### src/rtl/npu_input_loader_if.sv
// npu_input_loader_if: element stream in, packed vector out; s_last/frame_err exist only with NPU_LOADER_LAST_CHECK_EN
interface npu_input_loader_if #(
  parameter int IN_N       = 4,
  parameter int DATA_WIDTH = 8
);
  logic [DATA_WIDTH-1:0]      s_data;
  logic                       s_valid;
  logic                       s_ready;
  logic [IN_N*DATA_WIDTH-1:0] m_vec;
  logic                       m_valid;
  logic                       m_ready;
`ifdef NPU_LOADER_LAST_CHECK_EN
  logic                       s_last;
  logic                       frame_err;
  modport slave  (input s_data, s_valid, s_last, m_ready, output s_ready, m_vec, m_valid, frame_err);
  modport master (output s_data, s_valid, s_last, m_ready, input s_ready, m_vec, m_valid, frame_err);
`else
  modport slave  (input s_data, s_valid, m_ready, output s_ready, m_vec, m_valid);
  modport master (output s_data, s_valid, m_ready, input s_ready, m_vec, m_valid);
`endif
endinterface

### src/rtl/npu_input_loader.sv
// npu_input_loader: ping-pong stream-to-vector loader; NPU_LOADER_LAST_CHECK_EN enables s_last framing checks
module npu_input_loader #(
  parameter int IN_N       = 4,
  parameter int DATA_WIDTH = 8
) (
  input logic              clk,
  input logic              rst,
  npu_input_loader_if.slave bus
);
  localparam int CW = $clog2(IN_N);
  localparam logic [CW-1:0] LAST = CW'(IN_N - 1);
  logic [1:0][IN_N-1:0][DATA_WIDTH-1:0] mem_q, mem_d;
  logic [1:0]    full_q, full_d;
  logic          wr_bank_q, wr_bank_d, rd_bank_q, rd_bank_d;
  logic [CW-1:0] elem_cnt_q, elem_cnt_d;
  logic          accept, consume, done, last_in;
`ifdef NPU_LOADER_LAST_CHECK_EN
  logic frame_err_q, frame_err_d;
  assign last_in       = bus.s_last;
  assign bus.frame_err = frame_err_q;
`else
  assign last_in = 1'b0;
`endif
  assign bus.s_ready = !full_q[wr_bank_q];
  assign bus.m_valid = full_q[rd_bank_q];
  assign bus.m_vec   = mem_q[rd_bank_q];
  assign accept      = bus.s_valid && bus.s_ready;
  assign consume     = bus.m_valid && bus.m_ready;
  assign done        = accept && (elem_cnt_q == LAST || last_in);
  // write beats into the fill bank, close frames early on s_last with zero-fill, free banks on consume
  always_comb begin
    mem_d      = mem_q;
    full_d     = full_q;
    wr_bank_d  = wr_bank_q;
    rd_bank_d  = rd_bank_q;
    elem_cnt_d = elem_cnt_q;
    if (accept) begin
      mem_d[wr_bank_q][elem_cnt_q] = bus.s_data;
      elem_cnt_d = done ? '0 : elem_cnt_q + CW'(1);
    end
    if (done) begin
      for (int k = 0; k < IN_N; k++) if (CW'(k) > elem_cnt_q) mem_d[wr_bank_q][k] = '0;
      full_d[wr_bank_q] = 1'b1;
      wr_bank_d = !wr_bank_q;
    end
    if (consume) begin
      full_d[rd_bank_q] = 1'b0;
      rd_bank_d = !rd_bank_q;
    end
  end
`ifdef NPU_LOADER_LAST_CHECK_EN
  // flag frames whose s_last does not coincide with the final element
  always_comb frame_err_d = accept && (last_in ? elem_cnt_q != LAST : elem_cnt_q == LAST);
  // framing-error pulse register
  always_ff @(posedge clk) frame_err_q <= rst ? 1'b0 : frame_err_d;
`endif
  // bank state registers; reset overrides any handshake
  always_ff @(posedge clk) begin
    if (rst) begin
      mem_q      <= '0;
      full_q     <= '0;
      wr_bank_q  <= 1'b0;
      rd_bank_q  <= 1'b0;
      elem_cnt_q <= '0;
    end else begin
      mem_q      <= mem_d;
      full_q     <= full_d;
      wr_bank_q  <= wr_bank_d;
      rd_bank_q  <= rd_bank_d;
      elem_cnt_q <= elem_cnt_d;
    end
  end
endmodule

### src/flat_wrapper.sv
// flat-port wrapper written by rule: the top's interface ports become plain ports
module npu_input_loader_flat 
#(
  parameter int IN_N       = 4,
  parameter int DATA_WIDTH = 8
)
  (clk, rst, bus_s_data, bus_s_valid, bus_m_ready, bus_s_ready, bus_m_vec, bus_m_valid);
  npu_input_loader_if #(.IN_N(IN_N), .DATA_WIDTH(DATA_WIDTH)) bus_i ();
  input logic clk;
  input logic rst;
  input wire logic [$bits(bus_i.s_data)-1:0] bus_s_data;
  input wire logic [$bits(bus_i.s_valid)-1:0] bus_s_valid;
  input wire logic [$bits(bus_i.m_ready)-1:0] bus_m_ready;
  output wire logic [$bits(bus_i.s_ready)-1:0] bus_s_ready;
  output wire logic [$bits(bus_i.m_vec)-1:0] bus_m_vec;
  output wire logic [$bits(bus_i.m_valid)-1:0] bus_m_valid;
  assign bus_i.s_data = bus_s_data;
  assign bus_i.s_valid = bus_s_valid;
  assign bus_i.m_ready = bus_m_ready;
  assign bus_s_ready = bus_i.s_ready;
  assign bus_m_vec = bus_i.m_vec;
  assign bus_m_valid = bus_i.m_valid;
  npu_input_loader #(.IN_N(IN_N), .DATA_WIDTH(DATA_WIDTH)) u_core (.clk(clk), .rst(rst), .bus(bus_i));
endmodule
### config.mk
export PLATFORM = sky130hd
export DESIGN_NAME = npu_input_loader_flat
export DESIGN_NICKNAME = d
export VERILOG_FILES = /design/src/rtl/npu_input_loader_if.sv /design/src/rtl/npu_input_loader.sv /design/src/flat_wrapper.sv
export SDC_FILE = /design/constraint.sdc
export NUM_CORES = 1
export LEC_CHECK = 0
export ABC_AREA = 1
export CORE_MARGIN = 8
export CORE_UTILIZATION = 54
export CTS_CLUSTER_DIAMETER = 100
export DETAILED_ROUTE_END_ITERATION = 10
export GPL_ROUTABILITY_DRIVEN = 0
export PLACE_DENSITY = 0.9
export SLEW_MARGIN = 5
export SYNTH_ARGS = -nofsm -noshare
export SYNTH_HDL_FRONTEND = slang
export SYNTH_SLANG_ARGS = --single-unit
### constraint.sdc
create_clock -name clk -period 2.1 [get_ports clk]
set_input_delay 0.42 -clock clk [delete_from_list [all_inputs] [get_ports clk]]
set_output_delay 0.42 -clock clk [all_outputs]
set_load 0.005 [all_outputs]
# == Word level (Yosys, flattened, before mapping) ==
# Index checks and enable logic that the tools add are counted.
# classes
shifts,0
eq_ne,1
multipliers,0
n_addsub,1
reduce_logical,9
magnitude_cmp,10
n_mux,35
bitwise_logic,11
div_mod_pow,0
# op_table
op,count
$mux W64,9
$and A64 B64 Y64,4
$not A64 Y64,4
$demux W32 S1,5
$mux W32,4
$bwmux W64,1
$mux W24,1
$demux W8 S2,1
$mux W16,1
$mux W8,2
$logic_and A1 B1 Y1,6
$mux W1,6
$mux W2,3
$gt A1 B2 Y1 const A,2
$gt A2 B2 Y1 const A,2
$lt A1 B2 Y1 const B,2
$logic_not A1 Y1,3
$lt A2 B3 Y1 const B,1
$add A2 B1 Y2 const B,1
$and A2 B2 Y2,1
$demux W1 S1,2
$eq A2 B2 Y1 const B,1
$ge A1 B1 Y1 const B,2
$ge A2 B1 Y1 const B,1
other kinds (2),2
# totals
in_bits,12
register_bits,70
memories,0
ramBits,0
latch_bits,0
romBits,0

# == Logic depth before layout (Yosys ltp) ==
# logic_depth
word_depth,20
mapped_depth,9
depth_no_buf,9

# == Worst setup path after synthesis ==
# No wires, ideal clock.
# synth_timing
path_kind,flip-flop to output port
from,reg u_core.rd_bank_q
to,out bus_m_vec[0]
stages_incl_launch_ff,4
n_path_buf,2
path_slack_ns,0.516
arrival_ns,1.164
cell_sequence,dfxtp_1 clkbuf_1 buf_1 mux2_2
# synth_between
elab_chain_cells,2
# synth_lines
item,line,text
start: declaration,npu_input_loader.sv:14,"logic wr_bank_q, wr_bank_d, rd_bank_q, rd_bank_d;"
start signal: assignment,npu_input_loader.sv:69,rd_bank_q <= rd_bank_d;
$mux W32 (implied by the code) (2 in a row),npu_input_loader.sv:26,assign bus.m_vec = mem_q[rd_bank_q];
end: declaration,flat_wrapper.sv:15,output wire logic [$bits(bus_i.m_vec)-1:0] bus_m_vec;
# No other way between the ends. The select of a mux whose other input is x is not followed.

# == Final worst setup path ==
# layout_timing
from,reg u_core.rd_bank_q
to,out bus_m_vec[15]
# Same word-level chain as after synthesis.

==> metrics.txt <==
post-CTS setup buffer count 0; TritonCTS clock tree yes; total power 0.00297 W; power density cells 759 mW/mm^2; status complete, no violations; final slew viol count 0; cell with the most instances after synthesis o21ai_0; clock share of power 41.4%; root buf cell clkbuf_8; syn_area_per_cell 8.02 sq um; Die X 92.1 microns; CP Capture Point bus_m_vec[15]; 1st-pass router iterations 7; area leader, netlist dfxtp_1; final net count 459; relative slew slack 75.9%; combinational share of power 11.5%; CP arrival 1.62 ns; Synth async-reset ratio 0%; Final ANT Viol Nets 0; Port Buf Inserts 45; minimum clock period 2.04 ns; Sw Share 26.1%; H-tree depth 3; crit path max fanout 21; peak supply drop 0.342 mV; clock buffer depth 2; R2R cell count 8; Final Setup Violations 0; RSZ-0062 raised after global routing no; part of the power in registers 47.2%; internal power 0.00220 W; Routed WL per cell 16.8 microns; Crit. path cell count 4; final hold violations 0; chip height 92.1 microns; sequential fraction of the synthesis area 44.8%; CP peak stage delay 0.52 ns; 1st-iter DRT viols 313; Hold WC Path Type reg2reg; library cells used by synthesis 28; top cells by instance count after synthesis o21ai_0, dfxtp_1, nand2_1; critical path, cell by cell buf_12 > nor2_1 > a21oi_1 > clkdlybuf4s50_1; Post-synth EDFFs 0; Worst Setup Start Kind flip-flop; Max-cap violations 0; CP required 1.68 ns; reg-to-reg endpoint u_core.mem_q[63]; Psw 0.000776 W; Syn Inst Count 390; endpoint class of the critical path primary output; Clock transition at path regs 0.08 ns; die area 0.00848 sq mm; LEAKAGE 1.66 nW; fmax 490 MHz; global-route wire length before repair 14,200 microns; grt total ovfl 0; skew final 0.00631 ns; top_reg_cell synth dfxtp_1; Slowest cell on crit path clkdlybuf4s50_1; initial antenna violation count 0; clock sink total 70; reg2reg setup slack 0.27 ns; pre-CTS setup slack -0.0195 ns; crit path from u_core.rd_bank_q; Least-Margin Pin Slew 0.358 ns; Vias/cell 5.81; area grow syn2layout 25.3%; Synth top area share 44.8%; largest net degree at the start of global routing 22; vias in the first global route 3,006; crit-path leading delay family buffers and inverters; worst r2r src u_core.wr_bank_q; num rows 27; Setup Crit Path Kind reg2out; GRT Overall Usage 20.6%; # hold bufs at CTS 0; initial core utilization 56.4%; total CTS buffers 9; Post-Synthesis Cell Area 0.00313 sq mm; Skew-Pair Late Insertion Delay 0.36 ns; period utilization 97.1%; Routed WL 8730 microns; Post-route DRC 0; # IOs 46; Core Area 0.00554 sq mm; register bit total from synthesis 70; Synth area leaders dfxtp_1, o21ai_0, mux2_2, a21oi_1, nand2_1; ratio of cells with drive above 1 in the final layout 16.5%; worst hold path depth 2; post-DP HPWL 5790 microns; vias 3,023; Syn Nets 406; fill cell count 439; n_diodes 0; YS warnings 0; post-CTS resize count 36; CP bufs+invs 2; post-route setup slack 0.0606 ns
[per-stage QoR]
stage / util, % / TNS [ns] / std cells / area (sq um) / hold WS, ns
CTS: 70.7 / 0 / 520 / 3920 / 0.479
detailed placement: 66.8 / -0.0195 / 504 / 3700 / 0.465
global route: 70.7 / 0 / 520 / 3920 / 0.505
global placement: 66.8 / 0 / 504 / 3700 / 0.456
floorplan: - / 0 / 390 / 3130 / 0.445
finish: 70.7 / 0 / 520 / 3920 / 0.480
[worst min path at each step]
| stage | slack, ns | to | startpoint |
|---|---|---|---|
| after global placement | 0.46 | u_core.mem_q[20] | u_core.mem_q[20] |
| after CTS | 0.48 | u_core.mem_q[19] | u_core.mem_q[19] |
| after global routing | 0.51 | u_core.mem_q[19] | u_core.mem_q[19] |
| final | 0.48 | u_core.mem_q[17] | u_core.mem_q[17] |
| after detailed placement | 0.47 | u_core.mem_q[17] | u_core.mem_q[17] |
| after floorplan | 0.44 | u_core.mem_q[16] | u_core.mem_q[16] |
[kinds of logic (layout without fill, tap and decap cells)]
kind of cell | count (synthesis) | count (layout) | share of synthesized area (%)
DFF | 70 | 70 | 44.8
and+or+nand+nor | 119 | 119 | 17.6
adders and majority gates | 4 | 4 | 1.60
buffers and inverters | 48 | 106 | 6.36
AOI/OAI and AO/OA | 122 | 122 | 19.9
muxes | 27 | 27 | 9.72
[layout make-up]
cell class / count / area [sq um] / area share, %
multi-input cells: 272 / 1530 / 39.0
well taps: 72 / 90.1 / 2.30
inverters: 28 / 105 / 2.68
clock buffers: 9 / 124 / 3.16
flip-flops and latches: 70 / 1410 / 35.9
clock inverters: 7 / 97.6 / 2.49
repair buffers: 62 / 569 / 14.5
[cells in the final DEF, fill, tap and decap left out, drive strengths merged]
master         count
a211oi             2
nand3             18
mux2              27
bufinv             2
inv               28
nor3b              1
clkdlybuf4s50     18
dlygate4sd2       27
nor2              38
buf               17
and2               1
dfxtp             70
a21oi             47
clkinvlp           2
o21ai             73
nor3               9
clkbuf             9
nand4              1
clkinv             3
ha                 4
nand2             51
[routing by layer]
metal / wire length [microns] / GRT usage, % / vias to the layer above
met5: 0 / 0 / -
met4: 267 / 11.5 / 0
met3: 768 / 6.11 / 29
met2: 4060 / 32.7 / 167
met1: 3630 / 24.4 / 1405
li1: - / - / 1422
[worst reg2reg max path: cells and delay by family, from the launching register on]
kind | cells | cell delay (ns)
buffers and inverters | 2 | 0.51
and+or+nand+nor | 5 | 0.62
DFF | 1 | 0.37
AOI/OAI and AO/OA | 1 | 0.24
[power groups by stage]
stage          logic (W)  clock network [W]  registers, W
2_1_floorplan   0.000183                  0       0.00142
3_3_place_gp    0.000345                  0       0.00143
3_5_place_dp    0.000354                  0       0.00143
4_1_cts         0.000339            0.00123       0.00140
5_1_grt         0.000371            0.00129       0.00141
6_report        0.000341            0.00123       0.00140
[sequential cells by signal, summed over array words and instances, names as in the netlist]
signal	cells
u_core.elem_cnt_q	2
u_core.rd_bank_q	1
u_core.wr_bank_q	1
u_core.full_q	2
u_core.mem_q	64
(Power assumes the default switching activity.)
